<file path="src/rtl/ahb_lite_master_request_arbiter.sv">
// Two-requester round-robin arbiter feeding the instr_* side of the AHB-lite
// master. Supports locked sequences, caps outstanding reads per requester and
// follows each beat through the master's 3-stage pipe so that read responses
// are returned only to the requester that issued them.
module ahb_lite_master_request_arbiter #(
  parameter int MAX_OUT = 2  // outstanding reads per requester, 1..3
) (
  input  logic        HCLK,
  input  logic        HRESET,
  input  logic        HREADY,
  input  logic        req0_valid,
  output logic        req0_ready,
  input  logic        req0_lock,
  input  logic [31:0] req0_haddr,
  input  logic        req0_hwrite,
  input  logic [2:0]  req0_hsize,
  input  logic [31:0] req0_hwdata,
  input  logic        req1_valid,
  output logic        req1_ready,
  input  logic        req1_lock,
  input  logic [31:0] req1_haddr,
  input  logic        req1_hwrite,
  input  logic [2:0]  req1_hsize,
  input  logic [31:0] req1_hwdata,
  output logic        instr_available,
  output logic [31:0] instr_haddr,
  output logic        instr_hwrite,
  output logic [2:0]  instr_hsize,
  output logic [31:0] instr_hwdata,
  input  logic        hrdata_ready,
  input  logic [31:0] rdata_in,
  output logic        rsp0_valid,
  output logic        rsp1_valid,
  output logic [31:0] rsp_rdata
);

  localparam logic [1:0] MAX_OUT_C = MAX_OUT[1:0];

  // Arbitration state
  logic       rr_ptr_q, rr_ptr_d;
  logic       lock_active_q, lock_active_d;
  logic       lock_owner_q, lock_owner_d;
  logic [1:0] cnt0_q, cnt0_d;
  logic [1:0] cnt1_q, cnt1_d;
  logic       hready_q, hready_d;

  // Ownership tags mirroring the master's address/data pipe
  logic tag_vld_p1_q, tag_vld_p1_d, tag_id_p1_q, tag_id_p1_d, tag_wr_p1_q, tag_wr_p1_d;
  logic tag_vld_p2_q, tag_vld_p2_d, tag_id_p2_q, tag_id_p2_d, tag_wr_p2_q, tag_wr_p2_d;
  logic tag_vld_p3_q, tag_vld_p3_d, tag_id_p3_q, tag_id_p3_d, tag_wr_p3_q, tag_wr_p3_d;

  logic elig0, elig1, grant0, grant1, acc0, acc1, accept;
  logic inc0, inc1;

  // Eligibility, round-robin grant and zero-cycle accept handshake
  always_comb begin
    elig0  = req0_valid & (req0_hwrite | (cnt0_q < MAX_OUT_C))
           & (~lock_active_q | ~lock_owner_q);
    elig1  = req1_valid & (req1_hwrite | (cnt1_q < MAX_OUT_C))
           & (~lock_active_q | lock_owner_q);
    grant0 = elig0 & (~elig1 | ~rr_ptr_q);
    grant1 = elig1 & (~elig0 | rr_ptr_q);
    acc0   = HREADY & grant0;
    acc1   = HREADY & grant1;
    accept = acc0 | acc1;
    inc0   = acc0 & ~req0_hwrite;
    inc1   = acc1 & ~req1_hwrite;
  end

  assign req0_ready      = acc0;
  assign req1_ready      = acc1;
  assign instr_available = accept;

  // Payload mux from the granted requester; zeros when nobody is granted
  always_comb begin
    instr_haddr  = 32'd0;
    instr_hwrite = 1'b0;
    instr_hsize  = 3'd0;
    instr_hwdata = 32'd0;
    if (grant0) begin
      instr_haddr  = req0_haddr;
      instr_hwrite = req0_hwrite;
      instr_hsize  = req0_hsize;
      instr_hwdata = req0_hwdata;
    end else if (grant1) begin
      instr_haddr  = req1_haddr;
      instr_hwrite = req1_hwrite;
      instr_hsize  = req1_hsize;
      instr_hwdata = req1_hwdata;
    end
  end

  // A read response belongs to the tag in the last stage; hready_q keeps a
  // frozen tail tag from pulsing again while the master stretches HREADY low.
  assign rsp0_valid = hrdata_ready & hready_q & tag_vld_p3_q & ~tag_wr_p3_q & ~tag_id_p3_q;
  assign rsp1_valid = hrdata_ready & hready_q & tag_vld_p3_q & ~tag_wr_p3_q &  tag_id_p3_q;
  assign rsp_rdata  = rdata_in;

  // Next-state for round-robin pointer, lock and outstanding-read counters
  always_comb begin
    rr_ptr_d      = rr_ptr_q;
    lock_active_d = lock_active_q;
    lock_owner_d  = lock_owner_q;
    hready_d      = HREADY;
    if (acc0) begin
      rr_ptr_d      = 1'b1;
      lock_active_d = req0_lock;
      lock_owner_d  = 1'b0;
    end else if (acc1) begin
      rr_ptr_d      = 1'b0;
      lock_active_d = req1_lock;
      lock_owner_d  = 1'b1;
    end
    cnt0_d = cnt0_q;
    case ({inc0, rsp0_valid})
      2'b10:   cnt0_d = cnt0_q + 2'd1;
      2'b01:   cnt0_d = cnt0_q - 2'd1;
      default: cnt0_d = cnt0_q;
    endcase
    cnt1_d = cnt1_q;
    case ({inc1, rsp1_valid})
      2'b10:   cnt1_d = cnt1_q + 2'd1;
      2'b01:   cnt1_d = cnt1_q - 2'd1;
      default: cnt1_d = cnt1_q;
    endcase
  end

  // Tag pipe advances only on HREADY, in step with the master's pipe
  always_comb begin
    tag_vld_p1_d = tag_vld_p1_q;
    tag_id_p1_d  = tag_id_p1_q;
    tag_wr_p1_d  = tag_wr_p1_q;
    tag_vld_p2_d = tag_vld_p2_q;
    tag_id_p2_d  = tag_id_p2_q;
    tag_wr_p2_d  = tag_wr_p2_q;
    tag_vld_p3_d = tag_vld_p3_q;
    tag_id_p3_d  = tag_id_p3_q;
    tag_wr_p3_d  = tag_wr_p3_q;
    if (HREADY) begin
      // stage 1: beat accepted this cycle
      tag_vld_p1_d = accept;
      tag_id_p1_d  = acc1;
      tag_wr_p1_d  = acc1 ? req1_hwrite : req0_hwrite;
      // stage 2
      tag_vld_p2_d = tag_vld_p1_q;
      tag_id_p2_d  = tag_id_p1_q;
      tag_wr_p2_d  = tag_wr_p1_q;
      // stage 3: data phase, response owner
      tag_vld_p3_d = tag_vld_p2_q;
      tag_id_p3_d  = tag_id_p2_q;
      tag_wr_p3_d  = tag_wr_p2_q;
    end
  end

  // State registers with synchronous reset
  always_ff @(posedge HCLK) begin
    if (HRESET) begin
      rr_ptr_q      <= 1'b0;
      lock_active_q <= 1'b0;
      lock_owner_q  <= 1'b0;
      cnt0_q        <= 2'd0;
      cnt1_q        <= 2'd0;
      hready_q      <= 1'b0;
      tag_vld_p1_q  <= 1'b0;
      tag_id_p1_q   <= 1'b0;
      tag_wr_p1_q   <= 1'b0;
      tag_vld_p2_q  <= 1'b0;
      tag_id_p2_q   <= 1'b0;
      tag_wr_p2_q   <= 1'b0;
      tag_vld_p3_q  <= 1'b0;
      tag_id_p3_q   <= 1'b0;
      tag_wr_p3_q   <= 1'b0;
    end else begin
      rr_ptr_q      <= rr_ptr_d;
      lock_active_q <= lock_active_d;
      lock_owner_q  <= lock_owner_d;
      cnt0_q        <= cnt0_d;
      cnt1_q        <= cnt1_d;
      hready_q      <= hready_d;
      tag_vld_p1_q  <= tag_vld_p1_d;
      tag_id_p1_q   <= tag_id_p1_d;
      tag_wr_p1_q   <= tag_wr_p1_d;
      tag_vld_p2_q  <= tag_vld_p2_d;
      tag_id_p2_q   <= tag_id_p2_d;
      tag_wr_p2_q   <= tag_wr_p2_d;
      tag_vld_p3_q  <= tag_vld_p3_d;
      tag_id_p3_q   <= tag_id_p3_d;
      tag_wr_p3_q   <= tag_wr_p3_d;
    end
  end

  // Outstanding counters must never wrap in either direction
  always_ff @(posedge HCLK) begin
    if (!HRESET) begin
      assert (!(inc0 && !rsp0_valid && cnt0_q == 2'd3));
      assert (!(rsp0_valid && !inc0 && cnt0_q == 2'd0));
      assert (!(inc1 && !rsp1_valid && cnt1_q == 2'd3));
      assert (!(rsp1_valid && !inc1 && cnt1_q == 2'd0));
    end
  end

endmodule

</file>
<file path="config.mk">
export PLATFORM = sky130hd
export DESIGN_NAME = ahb_lite_master_request_arbiter
export DESIGN_NICKNAME = d
export VERILOG_FILES = /design/src/rtl/ahb_lite_master_request_arbiter.sv
export SDC_FILE = /design/constraint.sdc
export NUM_CORES = 1
export LEC_CHECK = 0
export ABC_AREA = 1
export BUFFER_PORTS_ARGS = -buffer_cell sky130_fd_sc_hd__clkbuf_2
export CAP_MARGIN = 40
export CELL_PAD_IN_SITES_DETAIL_PLACEMENT = 0
export CELL_PAD_IN_SITES_GLOBAL_PLACEMENT = 1
export CORE_AREA = 2 2 108 110
export CTS_CLUSTER_DIAMETER = 40
export CTS_CLUSTER_SIZE = 20
export DETAILED_ROUTE_END_ITERATION = 8
export DIE_AREA = 0 0 110 112
export PLACE_DENSITY_LB_ADDON = 0.15
export SYNTH_ARGS = -nofsm -noshare
export SYNTH_HDL_FRONTEND = slang
export SYNTH_SLANG_ARGS = --single-unit
</file>
<file path="constraint.sdc">
create_clock -name HCLK -period 4.2 [get_ports HCLK]
set_input_delay 0.21 -clock HCLK [delete_from_list [all_inputs] [get_ports HCLK]]
set_output_delay 0.21 -clock HCLK [all_outputs]
set_load 0.02 [all_outputs]
</file>
==> metrics.txt, run 1 <==
# TYPE chip_impl_metric gauge
chip_impl_info{name="status",value="finished clean"} 1
chip_impl_info{name="worst_setup_path_startpoint",value="cnt0_q[1]"} 1
chip_impl_info{name="worst_hold_path_type",value="input port to register"} 1
chip_impl_info{name="endpoint_of_the_worst_slack_reg_to_reg_timing_path",value="cnt0_q[1]"} 1
chip_impl_metric{name="finalNetCount",unit=""} 709
chip_impl_metric{name="globalRouteTotalUtil",unit="%"} 12.2
chip_impl_info{name="critical_path.reg2reg.startpoint",value="cnt0_q[1]"} 1
chip_impl_info{name="yosysMostFrequentCell",value="sky130_fd_sc_hd__nand2_1"} 1
chip_impl_info{name="tritoncts_clock_tree",value="done"} 1
chip_impl_metric{name="irDropWorstVdd",unit="mV"} 0.154
chip_impl_metric{name="share_seq_of_total_power",unit="%"} 23.9
chip_impl_info{name="leading_area_contributor_after_synthesis",value="sky130_fd_sc_hd__nand2_1"} 1
chip_impl_metric{name="drt_first_iter_violations",unit=""} 129
chip_impl_metric{name="finalHoldViolations",unit=""} 0
chip_impl_info{name="critical_path.cell_chain",value="inv_1, nor2_1, nor2_4, nand2_2, nand2_2, inv_2, buf_12, nand2_1, nand2_1, clkbuf_2"} 1
chip_impl_metric{name="first_pass_iters",unit=""} 4
chip_impl_metric{name="worst_ep_required",unit="ns"} 3.99
chip_impl_metric{name="seq_area_frac_synth",unit="%"} 17.2
chip_impl_metric{name="relSlewSlack",unit="%"} 51.1
chip_impl_metric{name="cts-root-to-sink-buffers",unit=""} 2
chip_impl_metric{name="synth_compound_area_share",unit="%"} 4.94
chip_impl_metric{name="ios",unit=""} 281
chip_impl_metric{name="synth_simple_gate_area_share",unit="%"} 53.9
chip_impl_metric{name="h-tree-depth",unit=""} 1
chip_impl_metric{name="grt_max_degree",unit=""} 70
chip_impl_metric{name="core_area",unit="sq mm"} 0.0112
chip_impl_metric{name="chipWidth",unit="um"} 110
chip_impl_metric{name="port_buffers",unit=""} 216
chip_impl_metric{name="critical-path-max-stage-delay",unit="ns"} 0.58
chip_impl_metric{name="fin_worst_skew",unit="ns"} 0.00606
chip_impl_metric{name="utilization",unit="%"} 26.8
chip_impl_info{name="largest_family_of_logic_cells_by_synthesized_area",value="simple AND/OR/NAND/NOR gates"} 1
chip_impl_metric{name="synth_area",unit="sq mm"} 0.00197
chip_impl_info{name="critical_path.top_delay_family",value="simple AND/OR/NAND/NOR gates"} 1
chip_impl_metric{name="syn2layout_area_growth",unit="%"} 51.7
chip_impl_info{name="synth_top_area_cells",value="sky130_fd_sc_hd__nand2_1, sky130_fd_sc_hd__nand3_1, sky130_fd_sc_hd__dfxtp_1, sky130_fd_sc_hd__buf_4, sky130_fd_sc_hd__nor2_1"} 1
chip_impl_metric{name="std_cell_rows",unit=""} 39
chip_impl_metric{name="dieHeight",unit="um"} 112
chip_impl_metric{name="internal_power",unit="mW"} 0.438
chip_impl_metric{name="worst_setup_hold_path_clk_slew",unit="ns"} 0.06
chip_impl_metric{name="clkLatencyLatePin",unit="ns"} 0.25
chip_impl_metric{name="net-switching-power",unit="mW"} 0.301
chip_impl_metric{name="synth_enable_flop_cells",unit=""} 0
chip_impl_metric{name="timing.max_cap.violations",unit=""} 0
chip_impl_metric{name="finalMaxSlewViolations",unit=""} 0
chip_impl_metric{name="finalWeightedCongestion",unit=""} 0.760
chip_impl_metric{name="synthesis.area_per_instance",unit="sq um"} 5.44
chip_impl_metric{name="xor_and_xnor_area_share_after_synthesis",unit="%"} 0.887
chip_impl_metric{name="fraction_of_layout_instances_using_a_drive_strength_above_1",unit="%"} 43.4
chip_impl_info{name="cts_root_buffer",value="sky130_fd_sc_hd__clkbuf_16"} 1
chip_impl_metric{name="netlist_instances",unit=""} 363
chip_impl_metric{name="grt_antenna_before_repair",unit=""} 0
chip_impl_metric{name="power.switching_fraction",unit="%"} 40.7
chip_impl_metric{name="number_of_vias_in_the_routed_layout",unit=""} 2825
chip_impl_info{name="cp-start-kind",value="register"} 1
chip_impl_metric{name="share_comb_of_total_power",unit="%"} 49.6
chip_impl_metric{name="drc_errors",unit=""} 0
chip_impl_metric{name="final_period_minus_worst_setup_slack",unit="ns"} 2.48
chip_impl_metric{name="globalRouteOverflowTotal",unit=""} 0
chip_impl_metric{name="timing.fmax",unit="GHz"} 0.403
chip_impl_metric{name="routedWlPerCell",unit="um"} 12.3
chip_impl_metric{name="power-per-cell-area",unit="mW/mm^2"} 247
chip_impl_info{name="netlist_top_cells_count",value="sky130_fd_sc_hd__nand2_1, sky130_fd_sc_hd__nand3_1, sky130_fd_sc_hd__buf_4, sky130_fd_sc_hd__nor2_1, sky130_fd_sc_hd__dfxtp_1"} 1
chip_impl_metric{name="synth_top_cell_area_share",unit="%"} 28.7
chip_impl_metric{name="finalSetupTns",unit="ns"} 0
chip_impl_metric{name="vias_per_cell",unit=""} 4.20
chip_impl_metric{name="die-area",unit="sq mm"} 0.0123
chip_impl_info{name="timing.critical_path.to_type",value="output port"} 1
chip_impl_info{name="critPathCapture",value="instr_hwdata[20]"} 1
chip_impl_info{name="worst_setup_path_category",value="register to output port"} 1
chip_impl_metric{name="yosysUniqueCellTypes",unit=""} 22
chip_impl_info{name="unrepaired_setup_endpoints_after_global_routing",value="false"} 1
chip_impl_metric{name="postCtsHoldBufs",unit=""} 0
chip_impl_metric{name="fin_crit_sh",unit="%"} 59.1
chip_impl_metric{name="tightestPinTransition",unit="ns"} 0.732
chip_impl_metric{name="synth-async-reset-ratio",unit="%"} 0
chip_impl_metric{name="synth-warning-count",unit=""} 0
chip_impl_metric{name="synth.ff_latch_count",unit=""} 17
chip_impl_metric{name="critPathArrivalTime",unit="ns"} 2.27
chip_impl_metric{name="cts_num_sinks",unit=""} 17
chip_impl_metric{name="synthesized_netlist_net_count",unit=""} 541
chip_impl_metric{name="floorplan.initialDensity",unit="%"} 17.7
chip_impl_metric{name="antenna_diode_instance_count",unit=""} 0
chip_impl_metric{name="number_of_global_route_vias_before_repair",unit=""} 2541
chip_impl_metric{name="cts.repair_timing.setup_buffer_count",unit=""} 0
chip_impl_metric{name="worst-path-max-fanout",unit=""} 47
chip_impl_metric{name="ant_nets",unit=""} 0
chip_impl_metric{name="crit_cells",unit=""} 10
chip_impl_metric{name="cp_num_buf_inv",unit=""} 4
chip_impl_metric{name="worst-r2r-cell-count",unit=""} 11
chip_impl_metric{name="ctsResizeCount",unit=""} 0
chip_impl_metric{name="synthAdderAreaFrac",unit="%"} 1.27
chip_impl_metric{name="rrSetupSlack",unit="ns"} 1.83
chip_impl_info{name="ys_dominant_reg_cell",value="sky130_fd_sc_hd__dfxtp_1"} 1
chip_impl_metric{name="leakagePower",unit="nW"} 1.92
chip_impl_metric{name="dp_hpwl",unit="um"} 6670
chip_impl_metric{name="cts_inserted_buffers",unit=""} 3
chip_impl_info{name="critical_path.slowest_cell",value="sky130_fd_sc_hd__nor2_4"} 1
chip_impl_metric{name="grt_pass1_wl",unit="um"} 12000
chip_impl_metric{name="clockPowerShare",unit="%"} 26.5
chip_impl_metric{name="drt-total-wl",unit="um"} 8260
chip_impl_metric{name="synthMuxAreaShare",unit="%"} 0
chip_impl_metric{name="final-setup-viol-count",unit=""} 0
==> power groups by stage <==
stage	combinational, mW	clock, mW	sequential (mW)
after global placement	0.373	0	0.180
final	0.367	0.196	0.176
after CTS	0.374	0.200	0.176
after global routing	0.409	0.207	0.177
after floorplan	0.263	0	0.178
after detailed placement	0.373	0	0.180
==> through the flow <==
step | instances | hold slack, ns | power (mW) | area [sq um] | setup slack [ns]
6_report | 673 | 0.270 | 0.739 | 3000 | 1.72
5_1_grt | 673 | 0.283 | 0.793 | 3000 | 1.45
4_1_cts | 673 | 0.271 | 0.750 | 3000 | 1.64
3_5_place_dp | 669 | 0.420 | 0.553 | 2910 | 1.76
3_3_place_gp | 668 | 0.420 | 0.553 | 2890 | 1.75
2_1_floorplan | 363 | 0.414 | 0.442 | 1970 | 2.40
==> per-layer routing <==
layer  vias to the layer above  track usage (%)  routed length (um)
li1                       1454                -                   -
met1                      1210             13.3                2980
met2                       151             23.7                4260
met3                        10             1.76                 880
met4                         0             3.04                 137
met5                         -                0                   0
==> area by class of cell <==
| cell class | count | area (sq um) |
|---|---|---|
| Fill cell | 1325 | 8180 |
| Multi-Input combinational cell | 273 | 1210 |
| Timing Repair Buffer | 219 | 1120 |
| Sequential cell | 17 | 340 |
| Tap cell | 143 | 179 |
| Clock buffer | 3 | 75.1 |
| Inverter | 17 | 63.8 |
| Clock inverter | 1 | 7.51 |
==> worst register-to-register path: cells and delay by family (launching register included) <==
kind                     cells  cell delay [ns]
buffers and inverters        2             0.24
adder cells (fa/ha/maj)      1             0.30
AO/OA/AOI/OAI                4             0.44
AND/OR/NAND/NOR              4             0.98
flip-flops                   1             0.29
==> how the worst min path moves through the flow <==
stage / from / to / slack [ns] / depth (start not counted)
final: HRESET / rr_ptr_q / 0.27 / 2
after global routing: HRESET / rr_ptr_q / 0.28 / 2
after CTS: HRESET / rr_ptr_q / 0.27 / 2
after detailed placement: rdata_in[12] / rsp_rdata[12] / 0.42 / 0
after global placement: rdata_in[12] / rsp_rdata[12] / 0.42 / 0
after floorplan: req0_hwrite / tag_wr_p1_q / 0.41 / 4
==> cells by family (layout without fill, tap and decap cells) <==
logic type      Yosys count  count (layout)
compound gates           19              19
xor+xnor                  2               2
fa+ha+maj                 2               2
buf+inv                  73             240
flops                    17              17
simple gates            250             250
==> sequential cells by signal (all words and copies together), names as in the netlist <==
name and cells:
cnt0_q 2, cnt1_q 2, hready_q 1, lock_active_q 1, lock_owner_q 1, rr_ptr_q 1, tag_id_p1_q 1, tag_id_p2_q 1
tag_id_p3_q 1, tag_vld_p1_q 1, tag_vld_p2_q 1, tag_vld_p3_q 1, tag_wr_p1_q 1, tag_wr_p2_q 1, tag_wr_p3_q 1
==> cells in the final DEF, fill, tap and decap left out <==
cell,n
sky130_fd_sc_hd__a211oi_1,1
sky130_fd_sc_hd__a21oi_1,8
sky130_fd_sc_hd__buf_12,1
sky130_fd_sc_hd__buf_4,2
sky130_fd_sc_hd__clkbuf_16,3
sky130_fd_sc_hd__clkbuf_2,216
sky130_fd_sc_hd__clkinvlp_4,1
sky130_fd_sc_hd__dfxtp_1,17
sky130_fd_sc_hd__ha_1,2
sky130_fd_sc_hd__inv_1,16
sky130_fd_sc_hd__inv_2,1
sky130_fd_sc_hd__nand2_1,151
sky130_fd_sc_hd__nand2_2,2
sky130_fd_sc_hd__nand3_1,71
sky130_fd_sc_hd__nand3_2,1
sky130_fd_sc_hd__nand4_1,3
sky130_fd_sc_hd__nand4_4,1
sky130_fd_sc_hd__nor2_1,19
sky130_fd_sc_hd__nor2_2,1
sky130_fd_sc_hd__nor2_4,1
sky130_fd_sc_hd__o21ai_0,10
sky130_fd_sc_hd__xor2_1,2
No activity file was read; power rests on OpenSTA's default activity.
==> inputs of run 2 (changes only) <==
CORE_AREA = 2 2 111 113   (was 2 2 108 110)
DIE_AREA = 0 0 113 115   (was 0 0 110 112)
clock period = 2.4 ns   (was 4.2 ns; I/O delays follow)
==> run 2 against run 1 <==
  * The run now ends with DRC left
  * Final area rose by 1.0%
  * Via count fell by 0.81%
  * Critical endpoint is now instr_haddr[17]
  * Power rose by 75%
  * Core utilization fell by 1.2 points
  * First-iteration DRC count fell by 13%
  * Critical path type unchanged
  * Combinational power rose by 78%
  * Wire length rose by 3.3%
  * Sequential cell count did not move
  * Clock power rose by 69%
  * Sequential share of layout area fell by 0.11 points
==> metrics.txt, run 2 (synthesis gave the netlist of run 1 again) <==
# TYPE chip_impl_metric gauge
chip_impl_info{name="timing.critical_path.to_type",value="output port"} 1
chip_impl_info{name="status",value="finished, violations left"} 1
chip_impl_metric{name="worst_setup_hold_path_clk_slew",unit="ns"} 0.05
chip_impl_metric{name="timing.max_cap.violations",unit=""} 0
chip_impl_metric{name="relSlewSlack",unit="%"} 51.2
chip_impl_metric{name="ctsResizeCount",unit=""} 0
chip_impl_metric{name="power-per-cell-area",unit="mW/mm^2"} 428
chip_impl_metric{name="ios",unit=""} 281
chip_impl_metric{name="register_area",unit="sq um"} 340
chip_impl_info{name="cp-start-kind",value="register"} 1
chip_impl_metric{name="vias_per_cell",unit=""} 4.13
chip_impl_metric{name="final.hold.worst_slack",unit="ns"} 0.209
chip_impl_info{name="critical_path.reg2reg.startpoint",value="lock_owner_q"} 1
chip_impl_metric{name="finalWeightedCongestion",unit=""} 0.729
chip_impl_info{name="tritoncts_clock_tree",value="done"} 1
chip_impl_metric{name="layout.cells.non_filler",unit=""} 679
chip_impl_metric{name="dieHeight",unit="um"} 115
chip_impl_info{name="cts_root_buffer",value="sky130_fd_sc_hd__clkbuf_16"} 1
chip_impl_metric{name="ant_nets",unit=""} 0
chip_impl_metric{name="multiInputGateArea",unit="sq mm"} 0.00121
chip_impl_metric{name="fin_worst_skew",unit="ns"} 0.00197
chip_impl_metric{name="finalWorstSetupSlack",unit="ns"} 0.296
chip_impl_metric{name="grt_max_degree",unit=""} 70
chip_impl_info{name="failed_checks",value="DRC"} 1
chip_impl_metric{name="port_buffers",unit=""} 216
chip_impl_metric{name="finalHoldViolations",unit=""} 0
chip_impl_metric{name="drc_errors",unit=""} 20
chip_impl_metric{name="final-setup-viol-count",unit=""} 0
chip_impl_metric{name="die-area",unit="sq mm"} 0.0130
chip_impl_info{name="worst_setup_path_startpoint",value="lock_owner_q"} 1
chip_impl_metric{name="leakagePower",unit="nW"} 1.93
chip_impl_metric{name="cts.repair_timing.setup_buffer_count",unit=""} 0
chip_impl_metric{name="globalRouteTotalUtil",unit="%"} 11.5
chip_impl_metric{name="worst-path-max-fanout",unit=""} 26
chip_impl_metric{name="h-tree-depth",unit=""} 1
chip_impl_info{name="critPathCapture",value="instr_haddr[17]"} 1
chip_impl_metric{name="dp_hpwl",unit="um"} 6860
chip_impl_metric{name="worst-r2r-cell-count",unit=""} 13
chip_impl_info{name="layout.cells.most_common_list",value="sky130_fd_sc_hd__clkbuf_2, sky130_fd_sc_hd__nand2_1, sky130_fd_sc_hd__nand3_1, sky130_fd_sc_hd__nor2_1, sky130_fd_sc_hd__dfxtp_1"} 1
chip_impl_info{name="endpoint_of_the_worst_slack_reg_to_reg_timing_path",value="cnt1_q[1]"} 1
chip_impl_metric{name="first_pass_iters",unit=""} 6
chip_impl_metric{name="fin_crit_sh",unit="%"} 87.7
chip_impl_metric{name="inst_count_dp",unit=""} 675
chip_impl_metric{name="finalMaxSlewViolations",unit=""} 0
chip_impl_info{name="unrepaired_setup_endpoints_after_global_routing",value="false"} 1
chip_impl_metric{name="final_period_minus_worst_setup_slack",unit="ns"} 2.10
chip_impl_metric{name="cts_num_sinks",unit=""} 17
chip_impl_metric{name="number_of_vias_in_the_routed_layout",unit=""} 2802
chip_impl_info{name="worst_setup_path_category",value="register to output port"} 1
chip_impl_metric{name="tightestPinTransition",unit="ns"} 0.732
chip_impl_metric{name="drt_first_iter_violations",unit=""} 112
chip_impl_info{name="layout.cells.most_common",value="sky130_fd_sc_hd__clkbuf_2"} 1
chip_impl_metric{name="cts-root-to-sink-buffers",unit=""} 2
chip_impl_metric{name="routedWlPerCell",unit="um"} 12.6
chip_impl_metric{name="finalNetCount",unit=""} 711
chip_impl_metric{name="std_cell_rows",unit=""} 40
chip_impl_metric{name="finish.instance_area",unit="sq mm"} 0.00303
chip_impl_metric{name="final.fill_count",unit=""} 1348
chip_impl_metric{name="drt-total-wl",unit="um"} 8530
chip_impl_metric{name="chipWidth",unit="um"} 113
chip_impl_metric{name="floorplan.initialDensity",unit="%"} 16.7
chip_impl_metric{name="rrSetupSlack",unit="ns"} 0.54
chip_impl_metric{name="core_area",unit="sq mm"} 0.0118
chip_impl_metric{name="number_of_global_route_vias_before_repair",unit=""} 2419
chip_impl_metric{name="finalSetupTns",unit="ns"} 0
chip_impl_metric{name="dpl_worst_slack",unit="ns"} 0.512
chip_impl_metric{name="timing.fmax",unit="GHz"} 0.475
chip_impl_metric{name="critPathArrivalTime",unit="ns"} 1.98
chip_impl_metric{name="grt_pass1_wl",unit="um"} 12200
chip_impl_metric{name="cts_inserted_buffers",unit=""} 3
chip_impl_metric{name="clkLatencyLatePin",unit="ns"} 0.24
chip_impl_metric{name="postCtsHoldBufs",unit=""} 0
chip_impl_metric{name="grt_antenna_before_repair",unit=""} 0
chip_impl_metric{name="placedInstanceArea",unit="sq mm"} 0.00295
chip_impl_metric{name="globalRouteOverflowTotal",unit=""} 0
chip_impl_metric{name="fraction_of_layout_instances_using_a_drive_strength_above_1",unit="%"} 43.6
chip_impl_info{name="largestRegisters",value="cnt0_q x2, cnt1_q x2"} 1
chip_impl_metric{name="worst_ep_required",unit="ns"} 2.28
chip_impl_metric{name="irDropWorstVdd",unit="mV"} 0.197
chip_impl_info{name="worst_hold_path_type",value="input port to register"} 1
chip_impl_metric{name="syn2layout_area_growth",unit="%"} 53.2
chip_impl_metric{name="antenna_diode_instance_count",unit=""} 0
==> run 2: metrics by stage <==
step | utilization [%] | total power [mW]
after floorplan | - | 0.773
after global placement | 24.9 | 0.983
after detailed placement | 24.9 | 0.980
after CTS | 25.6 | 1.32
after global routing | 25.6 | 1.39
final | 25.6 | 1.30
==> run 2: power breakdown <==
part	internal (mW)	switching (mW)	total, mW
Sequential	0.300	0.00955	0.309
Combinational	0.250	0.406	0.655
Clock	0.223	0.109	0.331
==> run 2: how the worst min path moves through the flow <==
stage | cells after the start | slack [ns] | startpoint | endpoint
finish | 5 | 0.21 | req1_hwrite | tag_wr_p1_q
CTS | 5 | 0.21 | req1_hwrite | tag_wr_p1_q
detailed placement | 0 | 0.24 | rdata_in[0] | rsp_rdata[0]
floorplan | 4 | 0.32 | req0_hwrite | tag_wr_p1_q
global placement | 0 | 0.24 | rdata_in[0] | rsp_rdata[0]
global route | 2 | 0.24 | HRESET | cnt0_q[0]
==> run 2: layout make-up <==
cell class	instances	share of cell area, %
clock buffer	3	2.48
clock inverter	1	0.165
inverter	17	2.11
multi-input combinational	273	40.1
sequential	17	11.2
tap	147	6.08
timing repair buffer	221	37.8
==> run 2: critical path, cell delays in order, from the launching register on <==
cell and delay (ns):
sky130_fd_sc_hd__dfxtp_1 0.32, sky130_fd_sc_hd__inv_1 0.05, sky130_fd_sc_hd__nand2_1 0.12, sky130_fd_sc_hd__nand2_1 0.08, sky130_fd_sc_hd__nor2_2 0.16, sky130_fd_sc_hd__nand2_2 0.11, sky130_fd_sc_hd__inv_2 0.33, sky130_fd_sc_hd__buf_12 0.22
sky130_fd_sc_hd__nand2_1 0.07, sky130_fd_sc_hd__nand2_1 0.09, sky130_fd_sc_hd__clkbuf_2 0.18
==> run 2: per-layer routing <==
layer / vias to the layer above / wire [um] / GRT usage, %
li1: 1459 / - / -
met1: 1202 / 3350 / 14.0
met2: 137 / 4450 / 21.8
met3: 4 / 686 / 2.00
met4: 0 / 37 / 1.46
met5: - / 0 / 0
==> inputs of run 3 (changes only) <==
SETUP_SLACK_MARGIN = 0.5   (was not set)
==> run 3 against run 2 <==
  * The flow still finishes with violations (DRC)
  * Setup slack better by 0.30 ns
  * Critical path depth is the same
  * Sequential share of layout area shrank 0.45 points
  * Non-clock buffer count increased by 5
  * Cell count increased by 0.88%
  * Sequential power about the same
  * Fmax increased by 17%
  * Global-route usage up 0.22 points
  * Sequential cell count unchanged
  * Highest routed layer unchanged
==> metrics.txt, run 3 (synthesis gave the netlist of run 1 again) <==
# TYPE chip_impl_metric gauge
chip_impl_info{name="unrepaired_setup_endpoints_after_global_routing",value="true"} 1
chip_impl_metric{name="antenna_diode_instance_count",unit=""} 0
chip_impl_metric{name="worst_ep_required",unit="ns"} 2.28
chip_impl_info{name="tritoncts_clock_tree",value="done"} 1
chip_impl_metric{name="finalMaxSlewViolations",unit=""} 0
chip_impl_metric{name="dp_hpwl",unit="um"} 6860
chip_impl_metric{name="finalHoldViolations",unit=""} 0
chip_impl_metric{name="leakagePower",unit="nW"} 1.98
chip_impl_info{name="largestRegisters",value="cnt0_q x2, cnt1_q x2"} 1
chip_impl_metric{name="number_of_vias_in_the_routed_layout",unit=""} 2836
chip_impl_metric{name="tightestPinTransition",unit="ns"} 0.426
chip_impl_metric{name="power-per-cell-area",unit="mW/mm^2"} 421
chip_impl_metric{name="fraction_of_layout_instances_using_a_drive_strength_above_1",unit="%"} 45.7
chip_impl_metric{name="utilization",unit="%"} 26.8
chip_impl_metric{name="worst_setup_hold_path_clk_slew",unit="ns"} 0.05
chip_impl_metric{name="chipWidth",unit="um"} 113
chip_impl_metric{name="routedWlPerCell",unit="um"} 12.8
chip_impl_metric{name="final_period_minus_worst_setup_slack",unit="ns"} 1.80
chip_impl_metric{name="fin_crit_sh",unit="%"} 75.1
chip_impl_metric{name="vias_per_cell",unit=""} 4.14
chip_impl_info{name="worst_hold_path_type",value="input port to register"} 1
chip_impl_metric{name="total_power",unit="mW"} 1.33
chip_impl_metric{name="drt_first_iter_violations",unit=""} 117
chip_impl_info{name="critical_path.cell_chain",value="inv_1, nand2_2, nand2_2, nor2_4, nand2_8, inv_8, buf_12, nand2_1, nand2_1, clkbuf_2"} 1
chip_impl_metric{name="power.switching_fraction",unit="%"} 40.6
chip_impl_info{name="worst_setup_path_category",value="register to output port"} 1
chip_impl_metric{name="cp_num_buf_inv",unit=""} 4
chip_impl_info{name="layout.cells.most_common",value="sky130_fd_sc_hd__clkbuf_2"} 1
chip_impl_metric{name="timing.max_cap.violations",unit=""} 0
chip_impl_info{name="cp-start-kind",value="register"} 1
chip_impl_metric{name="share_comb_of_total_power",unit="%"} 51.8
chip_impl_metric{name="final.fill_count",unit=""} 1343
chip_impl_metric{name="grt_max_degree",unit=""} 70
chip_impl_metric{name="h-tree-depth",unit=""} 1
chip_impl_metric{name="dpl_worst_slack",unit="ns"} 0.512
chip_impl_metric{name="critPathArrivalTime",unit="ns"} 1.68
chip_impl_metric{name="clockPowerShare",unit="%"} 25.0
chip_impl_info{name="timing.critical_path.to_type",value="output port"} 1
chip_impl_metric{name="core_area",unit="sq mm"} 0.0118
chip_impl_metric{name="net-switching-power",unit="mW"} 0.540
chip_impl_metric{name="cts_inserted_buffers",unit=""} 3
chip_impl_metric{name="syn2layout_area_growth",unit="%"} 60.1
chip_impl_metric{name="fin_worst_skew",unit="ns"} 0.00264
chip_impl_metric{name="ios",unit=""} 281
chip_impl_info{name="critical_path.top_delay_family",value="simple AND/OR/NAND/NOR gates"} 1
chip_impl_metric{name="floorplan.initialDensity",unit="%"} 16.7
chip_impl_metric{name="internal_power",unit="mW"} 0.792
chip_impl_metric{name="critical-path-max-stage-delay",unit="ns"} 0.33
chip_impl_metric{name="grt_pass1_wl",unit="um"} 12400
chip_impl_info{name="failed_checks",value="DRC"} 1
chip_impl_metric{name="finalWorstSetupSlack",unit="ns"} 0.599
chip_impl_metric{name="globalRouteOverflowTotal",unit=""} 0
chip_impl_metric{name="final-setup-viol-count",unit=""} 0
chip_impl_metric{name="drc_errors",unit=""} 20
chip_impl_metric{name="share_seq_of_total_power",unit="%"} 23.2
chip_impl_metric{name="grt_antenna_before_repair",unit=""} 0
chip_impl_metric{name="cts_num_sinks",unit=""} 17
chip_impl_metric{name="ant_nets",unit=""} 0
chip_impl_metric{name="finalNetCount",unit=""} 717
chip_impl_metric{name="std_cell_rows",unit=""} 40
chip_impl_metric{name="globalRouteTotalUtil",unit="%"} 11.7
chip_impl_metric{name="dieHeight",unit="um"} 115
chip_impl_metric{name="first_pass_iters",unit=""} 6
chip_impl_info{name="status",value="finished, violations left"} 1
chip_impl_metric{name="number_of_global_route_vias_before_repair",unit=""} 2428
chip_impl_metric{name="timing.fmax",unit="GHz"} 0.555
chip_impl_metric{name="port_buffers",unit=""} 216
chip_impl_metric{name="finalSetupTns",unit="ns"} 0
chip_impl_metric{name="die-area",unit="sq mm"} 0.0130
chip_impl_info{name="layout.cells.most_common_list",value="sky130_fd_sc_hd__clkbuf_2, sky130_fd_sc_hd__nand2_1, sky130_fd_sc_hd__nand3_1, sky130_fd_sc_hd__nor2_1, sky130_fd_sc_hd__dfxtp_1"} 1
chip_impl_metric{name="worst-path-max-fanout",unit=""} 24
chip_impl_info{name="critical_path.slowest_cell",value="sky130_fd_sc_hd__dfxtp_1"} 1
chip_impl_metric{name="finalWeightedCongestion",unit=""} 0.729
chip_impl_metric{name="clkLatencyLatePin",unit="ns"} 0.25
chip_impl_metric{name="postCtsHoldBufs",unit=""} 0
chip_impl_metric{name="cts-root-to-sink-buffers",unit=""} 2
chip_impl_metric{name="inst_count_dp",unit=""} 675
chip_impl_metric{name="relSlewSlack",unit="%"} 71.6
chip_impl_info{name="cts_root_buffer",value="sky130_fd_sc_hd__clkbuf_16"} 1
chip_impl_metric{name="layout.cells.non_filler",unit=""} 685
chip_impl_metric{name="irDropWorstVdd",unit="mV"} 0.198
chip_impl_metric{name="drt-total-wl",unit="um"} 8800
[run 3: cell count changes in the layout (fill, tap and decap cells not counted), sizes merged]
cell,change
inv,+1
buf,+6
clkbuf,-1
[run 3: timing repair]
| action | in CTS | in global routing |
|---|---|---|
| pin swaps | 0 | 5 |
| setup endpoints to repair | 68 | 70 |
| hold endpoints to repair | 0 | 0 |
| resized for setup | 7 | 22 |
| buffers inserted | 2 | 3 |
| gates cloned | 1 | 0 |
[run 3: final timing paths]
kind / from / end / slack (ns) / cells past startpoint
max: lock_owner_q / instr_hwdata[24] / 0.60 / 10
min reg2reg: cnt1_q[1] / cnt1_q[1] / 0.45 / 1
max reg2reg: lock_owner_q / cnt1_q[1] / 0.61 / 13
min: HRESET / lock_active_q / 0.21 / 2
[run 3: final cells by class]
class / count / area (sq um) / share of cell area [%]
repair inverters: 1 / 6.26 / 0.198
clock buffers: 3 / 75.1 / 2.37
multi-input cells: 273 / 1270 / 40.2
repair buffers: 226 / 1210 / 38.1
clock inverters: 1 / 5.00 / 0.158
well taps: 147 / 184 / 5.82
flip-flops and latches: 17 / 342 / 10.8
inverters: 17 / 71.3 / 2.26
[run 3: through the flow]
step / area, sq um / hold slack [ns]
6_report: 3160 / 0.207
5_1_grt: 3160 / 0.235
4_1_cts: 3070 / 0.207
3_5_place_dp: 2950 / 0.240
3_3_place_gp: 2950 / 0.240
2_1_floorplan: 1970 / 0.324
[run 3: per-layer routing]
metal  track usage [%]  vias up  routed length [um]
met3              2.00        4                 719
met1              14.4     1216                3440
met2              22.1      144                4600
li1                  -     1472                   -
met4              1.46        0                  37
met5                 0        -                   0
[run 3: power by group through the flow]
stage	Sequential, mW	Combinational [mW]	Clock (mW)
floorplan	0.312	0.461	0
global placement	0.315	0.669	0
detailed placement	0.315	0.666	0
CTS	0.309	0.683	0.345
global route	0.312	0.759	0.359
finish	0.310	0.690	0.333
[run 3: worst reg2reg max path: stages (launching register included)]
cell	delay, ns
sky130_fd_sc_hd__dfxtp_1	0.33
sky130_fd_sc_hd__inv_1	0.06
sky130_fd_sc_hd__nand2_2	0.09
sky130_fd_sc_hd__nand2_2	0.07
sky130_fd_sc_hd__nor2_4	0.21
sky130_fd_sc_hd__nand3_4	0.10
sky130_fd_sc_hd__inv_1	0.10
sky130_fd_sc_hd__nand2_2	0.07
sky130_fd_sc_hd__ha_4	0.27
sky130_fd_sc_hd__a21oi_1	0.03
sky130_fd_sc_hd__o21ai_0	0.07
sky130_fd_sc_hd__inv_1	0.06
sky130_fd_sc_hd__o21ai_0	0.15
sky130_fd_sc_hd__a21oi_1	0.05
